## src/rtl/synth_pkg.sv

```systemverilog
// synth_pkg: shared note/velocity types and constants for the synth datapath
package synth_pkg;
  localparam int NUM_NOTES = 128;
  localparam int NOTE_W = 7;
  localparam int VEL_W = 3;
  typedef logic [NOTE_W-1:0] note_t;
  typedef logic [VEL_W-1:0] vel_t;
endpackage

```

## src/rtl/lowest_free_enc.sv

```systemverilog
// lowest_free_enc: index of the lowest set bit of free plus an any-set flag
module lowest_free_enc #(
  parameter int W = 8,
  localparam int IW = (W > 1) ? $clog2(W) : 1
) (
  input  logic [W-1:0]  free,
  output logic [IW-1:0] idx,
  output logic          any_free
);
  assign any_free = |free;
  // scan from the top so the lowest free slot wins
  always_comb begin
    idx = '0;
    for (int i = W - 1; i >= 0; i--) idx = free[i] ? IW'(i) : idx;
  end
endmodule

```

## src/rtl/voice_allocator.sv

```systemverilog
// voice_allocator: maps held notes onto voice slots with a one-note-per-cycle scan
module voice_allocator
  import synth_pkg::*;
#(
  parameter int NUM_VOICES = 8
) (
  input  logic                         clk,
  input  logic                         rst,
  input  logic [NUM_NOTES-1:0]         note_in,
  input  vel_t [NUM_NOTES-1:0]         velocity_in,
  output logic [NUM_VOICES-1:0]        voice_active,
  output note_t [NUM_VOICES-1:0]       voice_note,
  output vel_t [NUM_VOICES-1:0]        voice_velocity,
  output logic [NUM_VOICES-1:0]        voice_start,
  output logic [NUM_VOICES-1:0]        voice_stop,
  output logic                         overflow,
  output logic                         sweep_done
);
  localparam int IW = (NUM_VOICES > 1) ? $clog2(NUM_VOICES) : 1;
  note_t k;
  logic [NUM_VOICES-1:0] match;
  logic [IW-1:0] f;
  logic any_free;
  logic held;
  assign held = note_in[k];
  lowest_free_enc #(.W(NUM_VOICES)) u_enc (
    .free(~voice_active),
    .idx(f),
    .any_free(any_free)
  );
  // slot that currently owns the scanned note, at most one by construction
  always_comb begin
    match = '0;
    for (int v = 0; v < NUM_VOICES; v++) match[v] = voice_active[v] && voice_note[v] == k;
  end
  // scan counter and slot state; pulses live for exactly one cycle
  always_ff @(posedge clk) begin
    if (rst) begin
      k <= '0;
      voice_active <= '0;
      voice_note <= '0;
      voice_velocity <= '0;
      voice_start <= '0;
      voice_stop <= '0;
      overflow <= 1'b0;
      sweep_done <= 1'b0;
    end else begin
      k <= k + 7'd1;
      voice_start <= '0;
      voice_stop <= '0;
      overflow <= 1'b0;
      sweep_done <= &k;
      if (held && |match) begin
        for (int v = 0; v < NUM_VOICES; v++)
          if (match[v]) voice_velocity[v] <= velocity_in[k];
      end else if (held && any_free) begin
        voice_active[f] <= 1'b1;
        voice_note[f] <= k;
        voice_velocity[f] <= velocity_in[k];
        voice_start[f] <= 1'b1;
      end else if (held) begin
        overflow <= 1'b1;
      end else begin
        for (int v = 0; v < NUM_VOICES; v++)
          if (match[v]) begin
            voice_active[v] <= 1'b0;
            voice_stop[v] <= 1'b1;
          end
      end
    end
  end
endmodule

```

## config.mk

```make
export PLATFORM = sky130hd
export DESIGN_NAME = voice_allocator
export DESIGN_NICKNAME = d
export VERILOG_FILES = /design/src/rtl/synth_pkg.sv /design/src/rtl/lowest_free_enc.sv /design/src/rtl/voice_allocator.sv
export SDC_FILE = /design/constraint.sdc
export NUM_CORES = 1
export LEC_CHECK = 0
export ABC_CLOCK_PERIOD_IN_PS = 6100
export CAP_MARGIN = 20
export CORE_AREA = 2 2 242 244
export DETAILED_ROUTE_END_ITERATION = 8
export DIE_AREA = 0 0 244 246
export PLACE_DENSITY = 0.54
export SYNTH_ARGS = -nofsm -noshare
export SYNTH_HDL_FRONTEND = slang
export SYNTH_SLANG_ARGS = --single-unit
```

## constraint.sdc

```tcl
create_clock -name clk -period 6.1 [get_ports clk]
set_input_delay 1.22 -clock clk [delete_from_list [all_inputs] [get_ports clk]]
set_output_delay 1.22 -clock clk [all_outputs]
set_load 0.05 [all_outputs]
```

# ---- Word-level counts from Yosys, hierarchy flattened
# Index checks and enable logic that the tools add are counted.
dict set report word_totals {
  output_inout_bits 106
  n_memories 0
  word_cells 146
  latch_bits 0
  mem_bits_rw 0
  register_bits 113
  romBits 0
}
dict set report op_classes {
  div_mod_pow 0
  bitwise_logic 4
  n_shift 0
  n_addsub 1
  magnitude_cmp 3
  reduce_logical 43
  mux 49
  n_eq_ne 17
  multipliers 0
}
# cell n
set ops {}
lappend ops {{56-bit bitwise mux} 1}
lappend ops {{7-bit equality test} 8}
lappend ops {{3-bit two-way mux} 18}
lappend ops {{24-bit two-way mux} 2}
lappend ops {{24-bit bitwise mux} 1}
lappend ops {{3-bit AND reduction} 8}
lappend ops {{3-bit binary-select mux with 7-bit select} 1}
lappend ops {{7-bit demux with 3-bit select} 1}
lappend ops {{1-bit two-way mux} 19}
lappend ops {{2-bit AND reduction} 9}
lappend ops {{2-bit nonzero test} 9}
lappend ops {{8-bit two-way mux} 2}
lappend ops {{2-bit inequality test, second input constant} 8}
lappend ops {{8-bit OR reduction} 2}
lappend ops {{1-bit logical AND} 11}
lappend ops {{3-bit demux with 3-bit select} 1}
lappend ops {{7-bit by 8-bit less-than comparator with 1-bit output, second input constant} 1}
lappend ops {{8-bit NOT} 1}
lappend ops {{8-bit bitwise OR} 1}
lappend ops {{7-bit by 1-bit adder with 7-bit output, second input constant} 1}
lappend ops {{1-bit binary-select mux with 7-bit select} 1}
lappend ops {{7-bit two-way mux} 1}
lappend ops {{7-bit AND reduction} 1}
lappend ops {{3-bit OR reduction} 2}
lappend ops {{6 further kinds} 7}

# ---- Depth between registers and ports, before layout
# Gate-level depths: netlist of the first run.
dict set report logic_depth {
  ltp_word 16
  ltp_mapped 15
  depth_no_buf 8
}

# ---- Hierarchy
# From an unflattened synthesis of the first run, not the netlist that was laid out.
dict set report hier_totals {
  hier_cells 865
  area_unflattened_um2 9816.9
}
# module area_each_um2 n_inst seq_area_each_um2 cells_per_inst
set by_module_without_submodules {}
lappend by_module_without_submodules {voice_allocator 9736.8 1 2262.2 852}
lappend by_module_without_submodules {lowest_free_enc 80.1 1 0.0 13}

# ---- Worst setup path before layout of the first run
# No wires, ideal clock.
dict set report synth_path {
  path_kind {input to register}
  start {input note_in[7]}
  end {register voice_velocity[19] (netlist bit)}
  cell_stages 8
  slack_ns 2.838
  n_path_buf 1
  arrival_ns 3.141
  cell_sequence {mux4_2 -> mux4_2 -> o21ai_0 -> nand3_1 -> and2_1 -> buf_4 -> nand2_1 -> mux2_2}
}
dict set report synth_between {
  elab_chain_cells 5
  elab_cells_between_ends 8
  classes_between {eq/ne (1); mux (3); reduce/logical (4)}
}
# item line_no
set synth_rtl {}
lappend synth_rtl {{start, declared} voice_allocator.sv:9} ;# input logic [NUM_NOTES-1:0] note_in,
lappend synth_rtl {{1-bit binary-select mux with 7-bit select *} voice_allocator.sv:25} ;# assign held = note_in[k];
lappend synth_rtl {{1-bit two-way mux (not written as such) *} voice_allocator.sv:25}
lappend synth_rtl {{1-bit logical AND (on tied branches)} {voice_allocator.sv:53, voice_allocator.sv:56}}
lappend synth_rtl {{2-bit inequality test (no source line) / 2-bit nonzero test (equally long branches)} n/a}
lappend synth_rtl {{2-bit AND reduction (no source line)} n/a}
lappend synth_rtl {{end signal, assigned by index} voice_allocator.sv:55} ;# if (match[v]) voice_velocity[v] <= velocity_in[k];
lappend synth_rtl {{end signal, assigned by index} voice_allocator.sv:59} ;# voice_velocity[f] <= velocity_in[k];
lappend synth_rtl {{end, declared} voice_allocator.sv:13} ;# output vel_t [NUM_VOICES-1:0] voice_velocity,
# Mark *: on every way between the ends. The rest lies on a longest branch, timed or not. The select of a mux whose other input is x is not followed.
# A chain may end at the register's enable or synchronous reset.

# ---- Worst setup path in the final report of the first run
dict set report layout_path {
  start {register k[1]}
  end {register voice_velocity[10] (netlist bit)}
}
dict set report layout_between {
  elab_chain_cells 6
  elab_cells_between_ends 30
  classes_between {eq/ne (9); mux (8); reduce/logical (13)}
}
# item line_no
set layout_rtl {}
lappend layout_rtl {{start, declared} voice_allocator.sv:20} ;# note_t k;
lappend layout_rtl {{start signal, assigned} voice_allocator.sv:48} ;# k <= k + 7'd1;
lappend layout_rtl {{branches (longest 6 deep; another with 24-bit bitwise mux)} n/a}
# Several ways; the timed one is not identified. The select of a mux whose other input is x is not followed.

==> run metrics, run 1 <==
status completed; num ports 620; Final Util just under 30%; Clock Skews 0.00869 ns; Hold Path Class flop to flop; initial antenna violation count 22; initial drt markers around 480; # fillers 5938; Finished Layout Cells around 2200; Tcrit/Tclk final 74.1%; Starting Density roughly 16%; die width roughly 240 um; first-pass GRT wire length 76400 um; worst-margin pin slew 0.908 ns; Placed Area 16200 um^2; clock root cell clkbuf_16; clock sink count about 110; post-placement cell count between 2000 and 2500; crit path launch type flop; # Post-CTS Setup Buffers 0; layout cells sized above 1 15.7%; Synth Instances 847; Clk Latency, worst-skew pair 0.42 ns; netlist area before placement 9370 um^2; most frequent cells after synthesis mux4_2, dfxtp_1, mux2i_1; crit path max fanout 41; die footprint roughly 60000 um^2; max frequency roughly 220 MHz; Slew HR 38.9%; Post-synth EDFFs 0; hold_buf cts 0; final net count 1938; Synth Flop Type dfxtp_1; Final ANT Viol Nets 0; Syn Area/Cell 11.1 um^2; Critical Path AT 4.82 ns; pins over their slew limit 0; Max Cap Viol 0; H-tree levels 4; DRC errors left 0; IO buf count 619; post-synth top area share 29.6%; grt total ovfl 0; Cell Pwr Density 162 nW/um^2; Overall Global Routing Usage 18.0%; Register-to-Register Path Depth 10; core area 57400 um^2; routability-driven placement congestion ratio 0.843; R2R setup slack between 1.5 and 2 ns; largest area contributor in the netlist mux4_2; GR Util met2 approximately a third; Worst Setup End Kind flop; Pre-antenna DRT Iters 5; Reg-to-Reg Start k[1]; Netlist cell types 60; Hold Violations, Final 0; largest net degree at the start of global routing 66; unrepaired setup endpoints after global routing false; Hold Startpoint voice_velocity[12]; vias in the first global route ~10000; met3 Use GR 5.02%; Final Critical Period 4.52 ns; CP required 6.40 ns; critical path type flop to flop; WL/cell between 20 and 30 um; vias after detailed routing 9816; Die Height 246 um; pre-CTS setup slack 1.43 ns; Detailed Place HPWL 47100 um; hold endpoint voice_velocity[12]; Resize count post-CTS 0; Max clock buf depth 2; VDD IR-drop max about 0.19 mV; TritonCTS clock tree done; setup_tns 0 ns; Clock transition at path regs about 0.06 ns; Final Setup Violations 0; register area share after synthesis 24.1%; Syn Nets 1362; post-route cell area 16800 um^2; Synth warnings 0; Hold Crit Depth 2; Final WS setup 1.58 ns; GRT busiest layer met2; R2R Path End voice_velocity[10]; final WL between 50000 and 60000 um; largest cells by area after synthesis mux4_2, dfxtp_1, mux2i_1; area added between synthesis and finish 79.3%; Pleak 5.79 nW; synthesized flop and latch total 113; Critical Path Source k[1]; cell row count approximately 90; ys async rst share 0%; vias per cell 4.45; most common cell in the netlist mux4_2; CTS Buf Count 17; GR Util met1 21.5%
## flip-flops by register name, summed over array words and instances (netlist names)
| name | flops |
|---|---|
| voice_note | 56 |
| voice_velocity | 24 |
| voice_active | 8 |
| voice_start | 8 |
| voice_stop | 8 |
| k | 7 |
| overflow | 1 |
| sweep_done | 1 |
## per-stage QoR
stage / hold slack [ns] / total power, mW
2_1_floorplan: 0.569 / 1.30
3_3_place_gp: 0.463 / 1.80
3_5_place_dp: 0.461 / 1.81
4_1_cts: 0.475 / 2.76
5_1_grt: 0.500 / 2.84
6_report: 0.478 / 2.72
## cells by family after synthesis
group	synth area share, %
AO/OA/AOI/OAI	8.56
multiplexers	40.6
buffers and inverters	5.98
flip-flops	24.1
AND/OR/NAND/NOR	15.0
XOR/XNOR	5.61
adder cells (fa/ha/maj)	0.133
## layout by cell type, fill, tap and decap left out, drive strengths merged, types with 17 or more instances in the layout
master	n
mux4	123
nor3	17
clkbuf	20
nor2b	32
nand2	21
nand2b	80
mux2	18
nor2	31
xnor2	37
dfxtp	113
mux2i	83
o21ai	32
xor2	23
clkdlybuf4s50	618
buf	26
a21oi	23
## how the worst max path moves through the flow
| stage | to | slack, ns | cells past startpoint |
|---|---|---|---|
| 2_1_floorplan | voice_velocity[19] | 2.84 | 8 |
| 4_1_cts | voice_velocity[10] | 1.62 | 9 |
| 6_report | voice_velocity[10] | 1.58 | 10 |
| 3_3_place_gp | voice_velocity[19] | 1.43 | 9 |
| 3_5_place_dp | voice_velocity[10] | 1.43 | 9 |
| 5_1_grt | voice_velocity[10] | 1.51 | 10 |
## metal layers
layer,share of wire [%],wire length [um]
met3,7.4,4200
met2,51,29000
met4,2.1,1160
met5,0.13,71
met1,39,22100
## worst max-delay path, stage by stage, from the launching register on
cell,delay [ns]
dfxtp_4,0.75
buf_4,0.53
mux2_2,0.41
o22ai_1,0.56
nor4_1,0.11
a21oi_1,0.24
o2111ai_1,0.44
and2_1,0.52
buf_4,0.30
nand2_1,0.18
mux2_1,0.35
## final cells by class
type,count,area (um^2),area share (%)
Timing Repair Buffer,644,6420,38.2
Tap cell,765,957,5.70
Multi-Input combinational cell,642,6560,39.0
Antenna cell,4,10.0,0.0596
Sequential cell,113,2280,13.6
Inverter,5,18.8,0.112
Clock inverter,12,109,0.648
Clock buffer,20,447,2.66
## where the power goes
group | internal, mW | total, mW | switching, mW
Combinational | 0.591 | 0.988 | 0.397
Sequential | 0.754 | 0.794 | 0.0400
Clock | 0.571 | 0.943 | 0.372
Total | 1.92 | 2.72 | 0.809
(Power assumes the default switching activity.)
==> run 2: changes to the inputs <==
--- a/config.mk
+++ b/config.mk
@@ -5,12 +5,12 @@
 export SDC_FILE = /design/constraint.sdc
 export NUM_CORES = 1
 export LEC_CHECK = 0
-export ABC_CLOCK_PERIOD_IN_PS = 6100
+export ABC_CLOCK_PERIOD_IN_PS = 3700
 export CAP_MARGIN = 20
-export CORE_AREA = 2 2 242 244
+export CORE_AREA = 2 2 240 242
 export DETAILED_ROUTE_END_ITERATION = 8
-export DIE_AREA = 0 0 244 246
-export PLACE_DENSITY = 0.54
+export DIE_AREA = 0 0 242 244
+export PLACE_DENSITY = 0.56
 export SYNTH_ARGS = -nofsm -noshare
 export SYNTH_HDL_FRONTEND = slang
 export SYNTH_SLANG_ARGS = --single-unit
==> constraint.sdc (replaced) <==
create_clock -name clk -period 3.7 [get_ports clk]
set_input_delay 0.74 -clock clk [delete_from_list [all_inputs] [get_ports clk]]
set_output_delay 0.74 -clock clk [all_outputs]
set_load 0.05 [all_outputs]
==> run 2 against run 1 <==
Against the previous run:
- cell area grew 2.5%
- power grew 76%
- critical endpoint is now voice_velocity[4]
- clock power grew 90%
- register-to-register slack lost 1.3 ns
- sequential power grew 64%
- largest cell class is now non-clock buffers
- final cell count grew 1.4%
==> run metrics, run 2 (synthesis results as in run 1) <==
status completed; clock root cell clkbuf_16; Top reg by flops voice_note; max frequency 294 MHz; vias per cell approximately 4.5; Final ANT Viol Nets 0; Min Hold Slack 0.476 ns; worst path cell trace buf_12 > nor2b_1 > a2111oi_2 > nor4_1 > buf_4 > a21oi_1 > o2111ai_1 > and2_1 > buf_12 > o21ai_2 > mux2_2; # fillers between 5000 and 6000; Critical Path Source k[1]; Cell Pwr Density 279 nW/um^2; initial drt markers 641; pins over their slew limit 0; crit path launch type flop; biggest regs voice_note x56, voice_velocity x24; Clock transition at path regs 0.06 ns; initial antenna violation count 19; R2R setup slack slightly below 0.3 ns; Clock Skews 0.0116 ns; Tcrit/Tclk final approximately 92%; hold endpoint voice_velocity[6]; CP required 4.00 ns; Final Util approximately 31%; max reg flops 56; area added between synthesis and finish 83.8%; Register-to-Register Path Depth 11; final WL 58400 um; die width approximately 240 um; Slew HR between 40% and 50%; most common cell after layout, fill and taps aside clkdlybuf4s50_1; Net Sw Frac 27.8%; post-route cell area 17200 um^2; CTS Buf Count 17; DRC errors left 0; Die Height 244 um; grt total ovfl 0; most frequent cells in the layout clkdlybuf4s50_1, mux4_2, dfxtp_1; Clk Latency, worst-skew pair 0.42 ns; critical path type flop to flop; TritonCTS clock tree done; setup_tns 0 ns; first-pass GRT wire length between 70000 and 80000 um; clock sink count 113; Pre-antenna DRT Iters 5; largest net degree at the start of global routing 54; cell row count 87; routability-driven placement congestion ratio 0.973; Max clock buf depth 2; die footprint 59000 um^2; crit path max fanout 39; CP max-delay cell dfxtp_4; Overall Global Routing Usage 19.0%; switching power between 1 and 1.5 mW; hold_buf cts 0; Reg-to-Reg Start k[1]; Hold Path Class flop to flop; vias after detailed routing 10000; Critical Path AT 3.70 ns; num ports 620; Hold Violations, Final 0; Worst Setup End Kind flop; R2R Path End voice_velocity[4]; cell internal pwr 3.46 mW; Final Setup Violations 0; Final Critical Period between 3 and 4 ns; Finished Layout Cells 2236; Max Cap Viol 0; VDD IR-drop max 0.350 mV; max incr delay on CP 0.69 ns; Comb power frac a little over a third; Pleak 6.03 nW; IO buf count 619; # Post-CTS Setup Buffers 0; core area 56200 um^2; unrepaired setup endpoints after global routing false; post-placement cell count 2196; WL/cell 26.1 um; clock power share 37.4%; final net count 1974; H-tree levels 4; Detailed Place HPWL 49600 um; worst-margin pin slew roughly 0.81 ns; Placed Area approximately 17000 um^2; CP dominant cell by count buf_12; Starting Density between 10% and 20%; layout cells sized above 1 around 18%; sequential power share roughly 27%; Hold Startpoint voice_velocity[6]; vias in the first global route 10600; Hold Crit Depth 2
## run 2: cell types whose count changed in the layout (fill, tap and decap cells not counted), sizes merged
cell | previous run | this run
buf | 26 | 62
bufinv | 1 | 5
diode | 4 | 8
clkinvlp | 4 | 2
inv | 8 | 6
clkbuf | 20 | 19
clkinv | 4 | 5
## run 2: how the worst max path moves through the flow
stage               slack, ns                 end  depth (start not counted)
finish                   0.30   voice_velocity[4]                         11
global route             0.07      voice_note[41]                         12
CTS                      0.14   voice_velocity[4]                         11
detailed placement      -0.17   voice_velocity[4]                         11
global placement        -0.28   voice_velocity[4]                         11
floorplan                0.79  voice_velocity[13]                          8
## run 2: what timing repair did
item	4_1_cts	5_1_grt
endpoints found under the hold margin	0	0
setup endpoints to repair	14	22
gates resized for setup	1	1
## run 2: cell type report
cell class,instances,area [um^2],area share [%]
Inverter,5,18.8,0.109
Timing Repair Buffer,680,6750,39.2
Antenna cell,8,20.0,0.116
Sequential cell,113,2280,13.2
Multi-Input combinational cell,642,6560,38.1
Clock inverter,13,210,1.22
Tap cell,756,946,5.49
Clock buffer,19,433,2.51
## run 2: stage by stage
step / worst slack, ns / total power [mW]
2_1_floorplan: 0.791 / 2.14
3_3_place_gp: -0.284 / 3.04
3_5_place_dp: -0.165 / 3.05
4_1_cts: 0.138 / 4.85
5_1_grt: 0.0739 / 5.00
6_report: 0.298 / 4.80
## run 2: power by group through the flow
stage,registers [mW],clock network [mW],logic (mW)
after floorplan,1.37,0,0.765
after global placement,1.33,0,1.71
after detailed placement,1.33,0,1.72
after CTS,1.30,1.83,1.73
after global routing,1.31,1.88,1.80
final,1.30,1.79,1.70
## run 2: critical path: cells and delay by family, from the launching register on
| family | cells | cell delay (ns) |
|---|---|---|
| muxes | 1 | 0.36 |
| DFF | 1 | 0.69 |
| and+or+nand+nor | 3 | 0.49 |
| buffers and inverters | 3 | 0.63 |
| AOI/OAI and AO/OA | 4 | 1.08 |
## run 2: layer usage
layer  global-route usage, %  vias up  part of all wire [%]
met4                    4.87        8                   2.0
li1                        -     4506                     -
met1                    22.1     5045                    39
met5                       0        -                 0.067
met2                    34.8      396                    53
met3                    4.38       65                   5.6
